$ cat config.mk
export PLATFORM = sky130hd
export DESIGN_NAME = neuron_layer_ctrl
export DESIGN_NICKNAME = d
export VERILOG_FILES = /design/src/rtl/neuron_layer_ctrl.sv
export SDC_FILE = /design/constraint.sdc
export NUM_CORES = 1
export LEC_CHECK = 0
export BUFFER_PORTS_ARGS = -buffer_cell sky130_fd_sc_hd__buf_2
export CAP_MARGIN = 20
export CORE_UTILIZATION = 30
export DETAILED_ROUTE_END_ITERATION = 10
export PLACE_DENSITY = 0.65
export SLEW_MARGIN = 20
export SYNTH_ARGS = -nofsm -noshare
export SYNTH_HDL_FRONTEND = slang
export SYNTH_SLANG_ARGS = --single-unit
$ cat constraint.sdc
create_clock -name clk -period 3.9 [get_ports clk]
set_input_delay 0.78 -clock clk [delete_from_list [all_inputs] [get_ports clk]]
set_output_delay 0.78 -clock clk [all_outputs]
set_load 0.1 [all_outputs]
$ cat src/rtl/neuron_layer_ctrl.sv
// Sequencer for one layer of fixed-latency neurons sharing a single input
// vector. It accepts a vector, pulses Run once, waits the neuron latency,
// captures all Y outputs and offers them downstream. Frames are never
// overlapped.
module neuron_layer_ctrl #(
  parameter int DATA_WIDTH = 8,
  parameter int N_IN       = 4,
  parameter int N_OUT      = 3,
  parameter int NEURON_LAT = 6
) (
  input  logic                        clk,
  input  logic                        rst,
  input  logic                        clr,
  input  logic                        in_valid,
  output logic                        in_ready,
  input  logic [N_IN*DATA_WIDTH-1:0]  in_data,
  output logic [N_IN*DATA_WIDTH-1:0]  x_out,
  output logic                        neuron_en,
  output logic                        neuron_run,
  output logic                        neuron_rst,
  input  logic [N_OUT*DATA_WIDTH-1:0] neuron_y,
  output logic                        out_valid,
  input  logic                        out_ready,
  output logic [N_OUT*DATA_WIDTH-1:0] out_data,
  output logic [15:0]                 frame_cnt
);

  // One extra bit keeps NEURON_LAT-1 representable for any latency value.
  localparam int CNT_W = $clog2(NEURON_LAT) + 1;

  typedef enum logic [2:0] {
    S_IDLE,
    S_ISSUE,
    S_WAIT,
    S_CAPTURE,
    S_HOLD
  } state_t;

  state_t             state_reg;
  state_t             state_next;
  logic [CNT_W-1:0]   wait_cnt_reg;
  logic [CNT_W-1:0]   wait_cnt_next;
  logic               neuron_rst_reg;
  logic [15:0]        frame_cnt_reg;

  logic               load_x;
  logic               load_y;
  logic               count_frame;

  // State and wait counter; reset parks the controller in IDLE.
  always_ff @(posedge clk or negedge rst) begin
    if (!rst) begin
      state_reg    <= S_IDLE;
      wait_cnt_reg <= '0;
    end else begin
      state_reg    <= state_next;
      wait_cnt_reg <= wait_cnt_next;
    end
  end

  // Neuron reset is high during reset and for the single cycle after clr.
  always_ff @(posedge clk or negedge rst) begin
    if (!rst) begin
      neuron_rst_reg <= 1'b1;
    end else begin
      neuron_rst_reg <= clr;
    end
  end

  // Next-state and Moore outputs; clr overrides every transition and strobe.
  always_comb begin
    state_next    = state_reg;
    wait_cnt_next = wait_cnt_reg;
    in_ready      = 1'b0;
    out_valid     = 1'b0;
    neuron_run    = 1'b0;
    neuron_en     = 1'b0;
    load_x        = 1'b0;
    load_y        = 1'b0;
    count_frame   = 1'b0;

    case (state_reg)
      S_IDLE: begin
        // Not ready while the neurons are still being cleared.
        in_ready = !neuron_rst_reg;
        if (in_valid && !neuron_rst_reg) begin
          load_x     = 1'b1;
          state_next = S_ISSUE;
        end
      end
      S_ISSUE: begin
        neuron_run    = 1'b1;
        neuron_en     = 1'b1;
        wait_cnt_next = CNT_W'(NEURON_LAT - 1);
        state_next    = S_WAIT;
      end
      S_WAIT: begin
        // En stays high: a neuron repeats its current step if En drops.
        neuron_en = 1'b1;
        if (wait_cnt_reg == '0) begin
          state_next = S_CAPTURE;
        end else begin
          wait_cnt_next = wait_cnt_reg - CNT_W'(1);
        end
      end
      S_CAPTURE: begin
        neuron_en  = 1'b1;
        load_y     = 1'b1;
        state_next = S_HOLD;
      end
      S_HOLD: begin
        out_valid = 1'b1;
        if (out_ready) begin
          count_frame = 1'b1;
          state_next  = S_IDLE;
        end
      end
      default: begin
        state_next = S_IDLE;
      end
    endcase

    // Abort: no handshake completes in the clr cycle and nothing is loaded.
    if (clr) begin
      state_next  = S_IDLE;
      load_x      = 1'b0;
      load_y      = 1'b0;
      count_frame = 1'b0;
    end
  end

  // Per-lane input vector register; held from acceptance until the next one.
  genvar gi;
  generate
    for (gi = 0; gi < N_IN; gi++) begin : g_x_lane
      logic [DATA_WIDTH-1:0] x_lane_reg;

      // Capture one input sample on acceptance.
      always_ff @(posedge clk or negedge rst) begin
        if (!rst) begin
          x_lane_reg <= '0;
        end else if (load_x) begin
          x_lane_reg <= in_data[gi*DATA_WIDTH +: DATA_WIDTH];
        end
      end

      assign x_out[gi*DATA_WIDTH +: DATA_WIDTH] = x_lane_reg;
    end

    for (gi = 0; gi < N_OUT; gi++) begin : g_y_lane
      logic [DATA_WIDTH-1:0] y_lane_reg;

      // Capture one neuron output in CAPTURE; stable through HOLD.
      always_ff @(posedge clk or negedge rst) begin
        if (!rst) begin
          y_lane_reg <= '0;
        end else if (load_y) begin
          y_lane_reg <= neuron_y[gi*DATA_WIDTH +: DATA_WIDTH];
        end
      end

      assign out_data[gi*DATA_WIDTH +: DATA_WIDTH] = y_lane_reg;
    end
  endgenerate

  // Completed output handshakes; wraps naturally at 16 bits.
  always_ff @(posedge clk or negedge rst) begin
    if (!rst) begin
      frame_cnt_reg <= '0;
    end else if (count_frame) begin
      frame_cnt_reg <= frame_cnt_reg + 16'd1;
    end
  end

  assign neuron_rst = neuron_rst_reg;
  assign frame_cnt  = frame_cnt_reg;

endmodule

---- After elaboration in Yosys (flattened, before gate mapping) ----
Cells that the tools add are included.
operators by class
  $add $sub $neg .......................... 2
  eq/ne operators ......................... 8
  mux-type cells .......................... 19
  reductions and logical operators ........ 8
operators by type and width
  operator               count
  $add 16x1->16 const B  1
  $pmux 3 s5             1
  $mux 1                 12
  $mux 3                 4
  $ne 3x3->1 const B     3
  $pmux 4 s2             1
  $eq 3x2->1 const B     2
  $logic_not 4->1        1
  $mux 4                 1
  $sub 4x1->4 const B    1
  $eq 3x1->1 const B     1
  $eq 3x3->1 const B     1
  $logic_not 3->1        1
  $reduce_and 3->1       1
  $reduce_or 3->1        1
  $ne 2x2->1 const B     1
  $reduce_and 2->1       1
  $reduce_bool 2->1      1
  $logic_and 1x1->1      1
  $logic_not 1->1        1
word-level totals
  register bits ........................... 80
  input bits .............................. 61
  output and inout port bits .............. 77
  logic and storage cells ................. 48

---- Logic depth before layout (Yosys ltp) ----
Gate-level depths: netlist of run 1.
  depth after elaboration ................. 5
  mapped depth ............................ 6
  depth with buffers taken out ............ 6

---- Worst setup path after synthesis of run 1 ----
Ideal clock, no wire load.
  kind .................................... reg2out
  start ................................... register state_reg[2]
  end ..................................... output in_ready
  data arrival time ....................... 3441 ps
  slack ................................... -321 ps
  stages on the path, launching flop included .. 3
  path buffers ............................ 1
  path through ............................ dfrtp_1 > clkbuf_1 > nor4_1
on the way
  cells in the longest elaborated chain, start to end .. 2
RTL lines
  element                 line  RTL
  from (decl)             39    state_t state_reg;
  from (signal assigned)  56    state_reg <= state_next;
  $logic_not 3->1         82    case (state_reg)
  $mux 1                  82
  to (decl)               15    output logic in_ready,
No other way between the ends.

---- Worst setup path in the final report of run 1 ----
  start ................................... register state_reg[0]
  end ..................................... output neuron_run
on the way
  cells in the longest elaborated chain, start to end .. 2
RTL lines
  element     line  RTL
  $eq 3x1->1  82
  $mux 1      82
  to (decl)   19    output logic neuron_run,
No other way between the ends.

==> results of run 1 <==
-- worst register-to-register path, stage by stage, from the launching register on --
cell and delay, ps:
dfrtp_1 490, or3b_4 450, or4_4 510, nor4_2 280
xor2_1 160
-- routing by layer --
metal	routed length, um	vias to the layer above
met3	431	10
met4	121	0
met1	2930	1089
met5	0	-
li1	-	1089
met2	3130	85
-- stage by stage --
| step | power [mW] | utilization, % |
|---|---|---|
| floorplan | 2.84 | - |
| global placement | 3.14 | 39.2 |
| detailed placement | 3.17 | 39.2 |
| CTS | 3.87 | 41.4 |
| global route | 3.98 | 41.4 |
| finish | 3.82 | 41.4 |
-- final cells by class --
type	count	area, um2	area share [%]
repair buffers	139	707	16.3
clock inverters	6	90.1	2.08
multi-input cells	140	1200	27.8
flip-flops and latches	80	2000	46.2
inverters	6	22.5	0.520
clock buffers	10	138	3.18
well taps	136	170	3.93
-- cell families after synthesis --
group	synth area share, %
flops	61.2
xor+xnor	4.55
compound gates	1.07
fa+ha+maj	0.765
simple gates	10.4
mux	19.6
buf+inv	2.30
-- cell usage in the layout, fill, tap and decap left out, types with 4 or more instances in the layout --
| cell type | netlist | routed |
|---|---|---|
| clkbuf_8 | 0 | 10 |
| mux2_2 | 57 | 57 |
| buf_2 | 3 | 136 |
| nand3_1 | 4 | 4 |
| dfrtp_1 | 79 | 79 |
| inv_1 | 6 | 6 |
| xor2_1 | 9 | 9 |
| nand2_1 | 12 | 12 |
| xnor2_1 | 8 | 8 |
| nor3_1 | 6 | 5 |
| nor2_1 | 11 | 11 |
-- final timing paths --
check,from,endpoint,slack [ps],depth (start not counted)
worst max-delay path,state_reg[0],neuron_run,1260,3
worst min-delay path,rst,g_x_lane[2].x_lane_reg[7],460,1
worst max register to register,state_reg[0],frame_cnt[14],1930,4
worst min register to register,frame_cnt[15],frame_cnt[15],470,1
max in group asynchronous,rst,g_y_lane[2].y_lane_reg[3],2940,1
min in group clk,frame_cnt[15],frame_cnt[15],470,1
-- power breakdown --
part / leakage, nW / internal (mW) / total (mW) / switching, mW
registers: 0.987 / 1.04 / 1.15 / 0.113
clock network: 0.113 / 0.380 / 0.688 / 0.308
logic: 1.04 / 0.321 / 1.99 / 1.66
total: 2.14 / 1.74 / 3.82 / 2.08
==> impl_metrics.prom, run 1 <==
# TYPE chip_impl_metric gauge
chip_impl_info{name="cts-root-buf",value="clkbuf_8"} 1
chip_impl_metric{name="gp_congestion",unit=""} 0.772
chip_impl_metric{name="stdcell_area",unit="um2"} 4330
chip_impl_metric{name="min_period_over_period",unit="%"} 67.7
chip_impl_metric{name="worst_setup_hold_path_clk_slew",unit="ps"} 90
chip_impl_metric{name="n_fill_cell",unit=""} 999
chip_impl_metric{name="syn-cell-area",unit="um2"} 3270
chip_impl_metric{name="h-tree-depth",unit=""} 3
chip_impl_metric{name="synth_seq_cells",unit=""} 80
chip_impl_metric{name="met2_usage",unit="%"} 19.7
chip_impl_metric{name="cts_max_path_buffers",unit=""} 2
chip_impl_info{name="nature_of_the_critical_path_endpoint",value="output port"} 1
chip_impl_info{name="synth_area_leader_cell",value="dfrtp_1"} 1
chip_impl_info{name="cp_cell_sequence",value="inv_1, nor3_1, buf_2"} 1
chip_impl_metric{name="nets_in_the_synthesized_netlist",unit=""} 298
chip_impl_metric{name="post_cts_resize_count",unit=""} 0
chip_impl_metric{name="layout-area-overhead-vs-synth",unit="%"} 32.5
chip_impl_metric{name="finalSetupViolations",unit=""} 0
chip_impl_metric{name="setup_slack",unit="ps"} 1260
chip_impl_metric{name="hold_buf_cts",unit=""} 0
chip_impl_metric{name="avg_wl_per_cell",unit="um"} 12.8
chip_impl_metric{name="placement.setup.worst_slack",unit="ps"} 1520
chip_impl_metric{name="syn-instance-count",unit=""} 235
chip_impl_metric{name="largest_register_ff_count",unit=""} 32
chip_impl_info{name="cp-start-kind",value="flop"} 1
chip_impl_metric{name="grt_start_max_net_pins",unit=""} 81
chip_impl_metric{name="fin_hold_ws",unit="ps"} 459
chip_impl_metric{name="io_pins",unit=""} 138
chip_impl_metric{name="first_drt_iteration_drcs",unit=""} 128
chip_impl_metric{name="wire_length_of_the_first_global_routing_pass",unit="um"} 10800
chip_impl_metric{name="slew_limit_headroom",unit="%"} 52.0
chip_impl_info{name="setup_repair_after_global_routing_missed_its_margin",value="no"} 1
chip_impl_info{name="grt-busiest-layer",value="met2"} 1
chip_impl_metric{name="synth-edff-count",unit=""} 0
chip_impl_metric{name="rows",unit=""} 37
chip_impl_metric{name="synth_top_area_share",unit="%"} 60.4
chip_impl_metric{name="global_route.usage.met3",unit="%"} 3.19
chip_impl_metric{name="place.port_buffers",unit=""} 137
chip_impl_info{name="synth.top_cells.by_area",value="dfrtp_1 60%, mux2_2 20%, xor2_1 2.4%"} 1
chip_impl_metric{name="fraction_of_layout_instances_using_a_drive_strength_above_1",unit="%"} 58.3
chip_impl_info{name="ys.flop_type",value="dfrtp_1"} 1
chip_impl_metric{name="worstPathBufferInverterCount",unit=""} 2
chip_impl_metric{name="clock_latency",unit="ps"} 340
chip_impl_metric{name="totalWireLength",unit="um"} 6620
chip_impl_metric{name="cts_sinks",unit=""} 80
chip_impl_metric{name="antenna_violating_nets_post_route",unit=""} 0
chip_impl_metric{name="achievable-frequency",unit="MHz"} 378
chip_impl_metric{name="tns",unit="ps"} 0
chip_impl_metric{name="synth-warning-count",unit=""} 0
chip_impl_metric{name="detailedRoute.firstPassIterationCount",unit=""} 4
chip_impl_metric{name="antenna_found_initial",unit=""} 0
chip_impl_info{name="run_status",value="complete, no violations"} 1
chip_impl_metric{name="detailedPlacementHpwl",unit="um"} 4760
chip_impl_metric{name="p_leak",unit="nW"} 2.14
chip_impl_metric{name="die_x",unit="um"} 106
chip_impl_metric{name="required",unit="ps"} 3120
chip_impl_metric{name="globalRouteOverflowTotal",unit=""} 0
chip_impl_info{name="cts_tree",value="built"} 1
chip_impl_metric{name="syn_area_per_cell",unit="um2"} 13.9
chip_impl_metric{name="die_h",unit="um"} 106
chip_impl_metric{name="placeableCoreArea",unit="um2"} 10500
chip_impl_metric{name="async_flop_share",unit="%"} 100
chip_impl_metric{name="period_needed",unit="ps"} 2640
chip_impl_info{name="post_synth_most_frequent_cells",value="79 x dfrtp_1, 57 x mux2_2, 12 x nand2_1"} 1
chip_impl_metric{name="dieArea",unit="um2"} 11300
chip_impl_metric{name="antenna_cells",unit=""} 0
chip_impl_metric{name="cts_buffers",unit=""} 9
chip_impl_metric{name="distinct_cells_synth",unit=""} 36
chip_impl_metric{name="timing_hold_violations_final",unit=""} 0
chip_impl_metric{name="via_count",unit=""} 2273
chip_impl_metric{name="maxCapViolCount",unit=""} 0
chip_impl_info{name="cp_slowest_cell",value="dfrtp_1"} 1
chip_impl_metric{name="worstPathArrival",unit="ps"} 1860
chip_impl_metric{name="globalRouteTotalUtil",unit="%"} 12.1
chip_impl_info{name="timing.critical_path.max_delay_family",value="buffers and inverters"} 1
chip_impl_metric{name="grt_pass1_vias",unit=""} 2258
chip_impl_metric{name="route.detailed.vias_per_inst",unit=""} 4.40
chip_impl_metric{name="grt_util_met1",unit="%"} 15.1
chip_impl_metric{name="floorplan.initialDensity",unit="%"} 31.3
chip_impl_metric{name="report.final.slew_viol_count",unit=""} 0
chip_impl_metric{name="ir_worst_vdd",unit="uV"} 499
chip_impl_metric{name="max_slew.worst_pin.slew",unit="ps"} 721
chip_impl_metric{name="worst-path-max-fanout",unit=""} 10
chip_impl_info{name="post-synth-top-count-cell",value="dfrtp_1"} 1
chip_impl_metric{name="dpl.cell_count",unit=""} 501
chip_impl_metric{name="yosysSeqAreaShare",unit="%"} 61.2
chip_impl_info{name="hold_path.class",value="input port to async pin"} 1
chip_impl_info{name="critPathKind",value="flop to output port"} 1
chip_impl_metric{name="net_count_reported_at_finish",unit=""} 439
chip_impl_metric{name="detail_route.drc_violations",unit=""} 0
chip_impl_metric{name="placed_area",unit="um2"} 4100
chip_impl_metric{name="power_density_over_cell_area",unit="nW/um2"} 882
chip_impl_metric{name="max_stage_delay",unit="ps"} 520
chip_impl_metric{name="postCtsSetupRepairBufs",unit=""} 0
chip_impl_metric{name="fin_cells",unit=""} 517
chip_impl_metric{name="skew",unit="ps"} 9.97
Power figures use the tool's default switching activity.
==> run 2, diff against run 1 <==
PLACE_DENSITY = 0.67   (was 0.65)
clock period = 2.1 ns   (was 3.9 ns; I/O delays follow)
==> run 2 against run 1 <==
  * Combinational power grew 87%
  * Design area is 1.2% higher
  * Non-clock buffer count increased by 5
  * Die area unchanged
  * Core utilization rose by 0.51 points
  * Total power is 81% higher
  * Clock power up 56%
  * Largest cell class unchanged
  * Largest power group unchanged
==> impl_metrics.prom, run 2 (synthesis gave the netlist of run 1 again) <==
# TYPE chip_impl_metric gauge
chip_impl_info{name="run_status",value="complete, no violations"} 1
chip_impl_metric{name="worst_setup_hold_path_clk_slew",unit="ps"} 80
chip_impl_metric{name="maxCapViolCount",unit=""} 0
chip_impl_metric{name="placed_area",unit="um2"} 4200
chip_impl_metric{name="dieArea",unit="um2"} 11300
chip_impl_metric{name="gp_congestion",unit=""} 0.723
chip_impl_metric{name="multi_input_combinational_cell_area",unit="um2"} 1220
chip_impl_metric{name="die_x",unit="um"} 106
chip_impl_info{name="cp_slowest_cell",value="dfrtp_1"} 1
chip_impl_info{name="timing.critical_path.max_delay_family",value="buffers and inverters"} 1
chip_impl_info{name="layout.cells.most_common",value="buf_2"} 1
chip_impl_metric{name="layout-area-overhead-vs-synth",unit="%"} 34.2
chip_impl_metric{name="power_density_over_cell_area",unit="nW/um2"} 1580
chip_impl_metric{name="avg_wl_per_cell",unit="um"} 12.8
chip_impl_info{name="cts-root-buf",value="clkbuf_8"} 1
chip_impl_metric{name="n_fill_cell",unit=""} 1024
chip_impl_info{name="nature_of_the_critical_path_endpoint",value="output port"} 1
chip_impl_metric{name="fraction_of_layout_instances_using_a_drive_strength_above_1",unit="%"} 59.8
chip_impl_info{name="hold_path.class",value="input port to async pin"} 1
chip_impl_metric{name="skew",unit="ps"} 10.3
chip_impl_info{name="most_frequent_cells_in_the_layout",value="134 x buf_2, 74 x dfrtp_1, 57 x mux2_2, 12 x nand2_1, 10 x nor2_1"} 1
chip_impl_metric{name="totalWireLength",unit="um"} 6700
chip_impl_metric{name="detail_route.drc_violations",unit=""} 0
chip_impl_metric{name="die_h",unit="um"} 106
chip_impl_metric{name="switching_fraction",unit="%"} 55.3
chip_impl_metric{name="area.sequential",unit="um2"} 2010
chip_impl_metric{name="worstPathArrival",unit="ps"} 1580
chip_impl_metric{name="cts_sinks",unit=""} 80
chip_impl_metric{name="net_count_reported_at_finish",unit=""} 444
chip_impl_metric{name="cts_buffers",unit=""} 9
chip_impl_metric{name="stdcell_area",unit="um2"} 4390
chip_impl_metric{name="comb_power_share",unit="%"} 53.8
chip_impl_metric{name="h-tree-depth",unit=""} 3
chip_impl_metric{name="totalPowerFinal",unit="mW"} 6.93
chip_impl_metric{name="antenna_violating_nets_post_route",unit=""} 0
chip_impl_info{name="setup_repair_after_global_routing_missed_its_margin",value="no"} 1
chip_impl_info{name="reg2reg_from",value="state_reg[0]"} 1
chip_impl_metric{name="netSwitchingPower",unit="mW"} 3.84
chip_impl_metric{name="tns",unit="ps"} 0
chip_impl_metric{name="max_stage_delay",unit="ps"} 380
chip_impl_metric{name="min_period_over_period",unit="%"} 95.4
chip_impl_metric{name="clkPwrFrac",unit="%"} 15.5
chip_impl_metric{name="wire_length_of_the_first_global_routing_pass",unit="um"} 10800
chip_impl_metric{name="cts_max_path_buffers",unit=""} 2
chip_impl_metric{name="antenna_cells",unit=""} 0
chip_impl_metric{name="period_needed",unit="ps"} 2000
chip_impl_metric{name="required",unit="ps"} 1680
chip_impl_metric{name="rows",unit=""} 37
chip_impl_metric{name="report.final.slew_viol_count",unit=""} 0
chip_impl_metric{name="ir_worst_vdd",unit="uV"} 817
chip_impl_info{name="crit_path_start",value="state_reg[0]"} 1
chip_impl_metric{name="clock_latency",unit="ps"} 340
chip_impl_metric{name="timing_hold_violations_final",unit=""} 0
chip_impl_info{name="cp-start-kind",value="flop"} 1
chip_impl_metric{name="globalRouteOverflowTotal",unit=""} 0
chip_impl_metric{name="max_slew.worst_pin.slew",unit="ps"} 510
chip_impl_metric{name="detailedRoute.firstPassIterationCount",unit=""} 3
chip_impl_metric{name="via_count",unit=""} 2327
chip_impl_metric{name="achievable-frequency",unit="MHz"} 499
chip_impl_metric{name="detailedPlacementHpwl",unit="um"} 5010
chip_impl_info{name="critPathKind",value="flop to output port"} 1
chip_impl_metric{name="grt_start_max_net_pins",unit=""} 42
chip_impl_metric{name="p_leak",unit="nW"} 2.15
chip_impl_metric{name="worst-path-max-fanout",unit=""} 9
chip_impl_metric{name="seqPwrFrac",unit="%"} 30.8
chip_impl_metric{name="place.port_buffers",unit=""} 137
chip_impl_metric{name="placeableCoreArea",unit="um2"} 10500
chip_impl_metric{name="worstPathBufferInverterCount",unit=""} 3
chip_impl_metric{name="finalSetupViolations",unit=""} 0
chip_impl_metric{name="postCtsSetupRepairBufs",unit=""} 0
chip_impl_metric{name="first_drt_iteration_drcs",unit=""} 33
chip_impl_info{name="cp_cell_sequence",value="buf_4, inv_1, nor3_2, buf_12"} 1
chip_impl_metric{name="floorplan.initialDensity",unit="%"} 31.3
chip_impl_metric{name="globalRouteTotalUtil",unit="%"} 12.1
chip_impl_metric{name="antenna_found_initial",unit=""} 0
chip_impl_metric{name="slew_limit_headroom",unit="%"} 66.0
chip_impl_info{name="cts_tree",value="built"} 1
chip_impl_metric{name="grt_pass1_vias",unit=""} 2356
chip_impl_metric{name="p_int",unit="mW"} 3.10
chip_impl_metric{name="route.detailed.vias_per_inst",unit=""} 4.46
chip_impl_metric{name="largest_register_ff_count",unit=""} 32
chip_impl_metric{name="io_pins",unit=""} 138
-- run 2: path summary, 6_finish.rpt --
kind / slack, ps / endpoint / depth (start not counted)
setup / recovery: 100 / neuron_run / 4
hold / removal: 40 / g_y_lane[1].y_lane_reg[5] / 1
setup reg to reg: 250 / frame_cnt[9] / 4
hold reg to reg: 500 / g_y_lane[2].y_lane_reg[5] / 1
max in group asynchronous: 1420 / neuron_rst / 2
min in group clk: 230 / neuron_rst / 1
-- run 2: area by class of cell --
class / instances / share of cell area, %
Clock buffer: 12 / 3.08
Clock inverter: 4 / 1.08
Inverter: 6 / 0.513
Multi-Input combinational cell: 140 / 27.8
Sequential cell: 80 / 45.8
Tap cell: 136 / 3.88
Timing Repair Buffer: 144 / 17.9
-- run 2: power by group through the flow --
stage	registers [mW]	logic [mW]	clock network, mW
3_3_place_gp	2.14	3.72	0
3_5_place_dp	2.16	3.75	0
4_1_cts	2.14	3.75	1.13
5_1_grt	2.18	3.84	1.18
2_1_floorplan	4.77	0.521	0
6_report	2.13	3.73	1.07
-- run 2: what timing repair did --
item / CTS / global route
resized for setup: 1 / 0
endpoints found under the setup margin: 1 / 0
hold endpoints to repair: 0 / 0
hold buffers: 0 / 0
-- run 2: metrics by stage --
step                setup slack (ps)  utilization [%]  cells  hold WS, ps
floorplan                       -180                -    235          124
global placement                 134             40.2    506          424
finish                          95.9             41.9    522         39.4
global route                    18.3             41.9    522         55.6
CTS                             76.5             41.9    522         42.1
detailed placement              84.7             40.2    506          426
-- run 2: metal layers --
| layer | vias up | GRT usage, % | part of all wire (%) |
|---|---|---|---|
| met1 | 1116 | 14.9 | 46 |
| li1 | 1107 | - | - |
| met2 | 94 | 20.3 | 47 |
| met4 | 0 | 4.99 | 1.5 |
| met5 | - | 0 | 0 |
| met3 | 10 | 3.13 | 6.4 |
==> run 3, diff against run 2 <==
CORE_UTILIZATION = 44   (was 30)
CTS_BUF_LIST = sky130_fd_sc_hd__clkbuf_8   (was not set)
PLACE_DENSITY = 0.88   (was 0.67)
==> run 3 against run 2 <==
  * Combinational power is essentially flat
  * Register-to-register slack worse by 30 ps
  * Design area decreased by 0.80%
  * Non-clock buffer count rose by 1
  * Critical endpoint unchanged
  * Global-route usage rose by 5.1 points
  * Core utilization is 18 points higher
  * Clock power hardly changed
  * Sequential cell count unchanged
  * Via count up 1.6%
  * Highest routed layer unchanged
  * Total power is 0.52% higher
==> impl_metrics.prom, run 3 (synthesis gave the netlist of run 1 again) <==
# TYPE chip_impl_metric gauge
chip_impl_metric{name="placeableCoreArea",unit="um2"} 7210
chip_impl_metric{name="net_count_reported_at_finish",unit=""} 445
chip_impl_metric{name="report.final.slew_viol_count",unit=""} 0
chip_impl_metric{name="skew",unit="ps"} 8.68
chip_impl_metric{name="route.detailed.vias_per_inst",unit=""} 4.87
chip_impl_metric{name="globalRouteTotalUtil",unit="%"} 17.3
chip_impl_metric{name="p_leak",unit="nW"} 2.16
chip_impl_metric{name="ir_worst_vdd",unit="uV"} 788
chip_impl_metric{name="detail_route.drc_violations",unit=""} 0
chip_impl_metric{name="cts_max_path_buffers",unit=""} 2
chip_impl_metric{name="finalSetupViolations",unit=""} 0
chip_impl_metric{name="placed_area",unit="um2"} 4150
chip_impl_metric{name="placement.setup.worst_slack",unit="ps"} 107
chip_impl_metric{name="antenna_violating_nets_post_route",unit=""} 0
chip_impl_metric{name="die_h",unit="um"} 88.2
chip_impl_metric{name="depth_of_the_worst_register_to_register_path",unit=""} 4
chip_impl_metric{name="totalWireLength",unit="um"} 6510
chip_impl_metric{name="io_pins",unit=""} 138
chip_impl_info{name="critPathKind",value="flop to output port"} 1
chip_impl_info{name="r2r-end",value="frame_cnt[7]"} 1
chip_impl_metric{name="wire_length_of_the_first_global_routing_pass",unit="um"} 10000
chip_impl_metric{name="worst-path-max-fanout",unit=""} 9
chip_impl_metric{name="antenna_cells",unit=""} 0
chip_impl_metric{name="stdcell_area",unit="um2"} 4350
chip_impl_metric{name="tns",unit="ps"} 0
chip_impl_info{name="cp-endpoint",value="neuron_run"} 1
chip_impl_metric{name="clock_latency",unit="ps"} 340
chip_impl_info{name="layout.cells.most_common",value="buf_2"} 1
chip_impl_info{name="reg2reg_from",value="state_reg[2]"} 1
chip_impl_info{name="nature_of_the_critical_path_endpoint",value="output port"} 1
chip_impl_info{name="hold_path.class",value="input port to async pin"} 1
chip_impl_metric{name="required",unit="ps"} 1680
chip_impl_metric{name="multi_input_combinational_cell_area",unit="um2"} 1220
chip_impl_info{name="most_frequent_cells_in_the_layout",value="133 x buf_2, 74 x dfrtp_1, 57 x mux2_2, 12 x nand2_1, 10 x nor2_1"} 1
chip_impl_metric{name="rows",unit=""} 31
chip_impl_metric{name="period_needed",unit="ps"} 1960
chip_impl_metric{name="power_density_over_cell_area",unit="nW/um2"} 1600
chip_impl_metric{name="achievable-frequency",unit="MHz"} 510
chip_impl_info{name="cp_cell_sequence",value="buf_4, inv_1, nor3_2, buf_12"} 1
chip_impl_info{name="cts_tree",value="built"} 1
chip_impl_metric{name="first_drt_iteration_drcs",unit=""} 45
chip_impl_metric{name="largest_register_ff_count",unit=""} 32
chip_impl_metric{name="postCtsSetupRepairBufs",unit=""} 0
chip_impl_metric{name="layout-area-overhead-vs-synth",unit="%"} 33.1
chip_impl_metric{name="via_count",unit=""} 2365
chip_impl_metric{name="maxCapViolCount",unit=""} 0
chip_impl_metric{name="dieArea",unit="um2"} 7780
chip_impl_info{name="cp-start-kind",value="flop"} 1
chip_impl_metric{name="h-tree-depth",unit=""} 3
chip_impl_metric{name="globalRouteOverflowTotal",unit=""} 0
chip_impl_metric{name="antenna_found_initial",unit=""} 0
chip_impl_metric{name="detailedRoute.firstPassIterationCount",unit=""} 4
chip_impl_info{name="cp_slowest_cell",value="dfrtp_1"} 1
chip_impl_metric{name="place.port_buffers",unit=""} 137
chip_impl_metric{name="slew_limit_headroom",unit="%"} 65.8
chip_impl_metric{name="cts_sinks",unit=""} 80
chip_impl_metric{name="die_x",unit="um"} 88.2
chip_impl_metric{name="detailedPlacementHpwl",unit="um"} 4970
chip_impl_info{name="run_status",value="complete, no violations"} 1
chip_impl_metric{name="max_stage_delay",unit="ps"} 360
chip_impl_metric{name="setup_slack",unit="ps"} 138
chip_impl_metric{name="min_period_over_period",unit="%"} 93.4
chip_impl_metric{name="worst_setup_hold_path_clk_slew",unit="ps"} 80
chip_impl_metric{name="gp_congestion",unit=""} 0.793
chip_impl_metric{name="grt_pass1_vias",unit=""} 2236
chip_impl_metric{name="worstPathArrival",unit="ps"} 1540
chip_impl_metric{name="floorplan.initialDensity",unit="%"} 45.3
chip_impl_metric{name="area.sequential",unit="um2"} 2010
chip_impl_metric{name="timing_hold_violations_final",unit=""} 0
chip_impl_metric{name="cts_buffers",unit=""} 9
chip_impl_info{name="crit_path_start",value="state_reg[0]"} 1
chip_impl_info{name="cts-root-buf",value="clkbuf_8"} 1
chip_impl_metric{name="grt_start_max_net_pins",unit=""} 34
chip_impl_metric{name="fraction_of_layout_instances_using_a_drive_strength_above_1",unit="%"} 60.7
chip_impl_metric{name="r2r_setup_slack",unit="ps"} 220
chip_impl_metric{name="n_fill_cell",unit=""} 599
chip_impl_info{name="setup_repair_after_global_routing_missed_its_margin",value="no"} 1
chip_impl_metric{name="avg_wl_per_cell",unit="um"} 13.4
chip_impl_metric{name="max_slew.worst_pin.slew",unit="ps"} 517
run 3: worst min path at each step:
stage / to / slack, ps / cells past startpoint
floorplan: frame_cnt[0] / 120 / 0
global placement: g_y_lane[1].y_lane_reg[7] / 380 / 1
detailed placement: g_y_lane[2].y_lane_reg[7] / 390 / 1
CTS: g_y_lane[2].y_lane_reg[7] / 7 / 1
global route: g_y_lane[2].y_lane_reg[7] / 20 / 1
finish: g_y_lane[2].y_lane_reg[7] / 8 / 1
run 3: layer usage:
| layer | share of wire (%) | vias up | global-route usage (%) | wire length [um] |
|---|---|---|---|---|
| li1 | - | 1107 | - | - |
| met1 | 40 | 1159 | 19.8 | 2620 |
| met2 | 52 | 88 | 30.1 | 3390 |
| met3 | 6.0 | 11 | 5.78 | 389 |
| met4 | 1.6 | 0 | 6.16 | 105 |
| met5 | 0 | - | 0 | 0 |
run 3: per-stage QoR:
stage	total power, mW	cells	utilization (%)	hold WS, ps
floorplan	5.29	235	-	124
global placement	5.85	470	57.5	379
detailed placement	5.92	470	57.5	390
CTS	7.03	486	60.3	7.46
global route	7.25	486	60.3	19.7
finish	6.97	486	60.3	8.05
run 3: area by class of cell:
| class | instances | area share (%) |
|---|---|---|
| inverters | 6 | 0.517 |
| clock inverters | 7 | 1.67 |
| multi-input cells | 140 | 28.0 |
| repair buffers | 145 | 17.9 |
| well taps | 99 | 2.85 |
| clock buffers | 9 | 2.85 |
| flip-flops and latches | 80 | 46.2 |
run 3: worst max-delay path: cells and delay by family, from the launching register on:
| kind | cells | cell delay [ps] |
|---|---|---|
| and+or+nand+nor | 1 | 310 |
| DFF | 1 | 360 |
| buffers and inverters | 3 | 530 |
run 3: repair_timing:
item / CTS / global route
setup endpoints to repair: 0 / 2
gates resized for setup: 0 / 2
hold buffers: 0 / 0
run 3: power by group:
group	switching (mW)	internal, mW
clock network	0.554	0.548
registers	0.209	1.93
logic	3.11	0.619
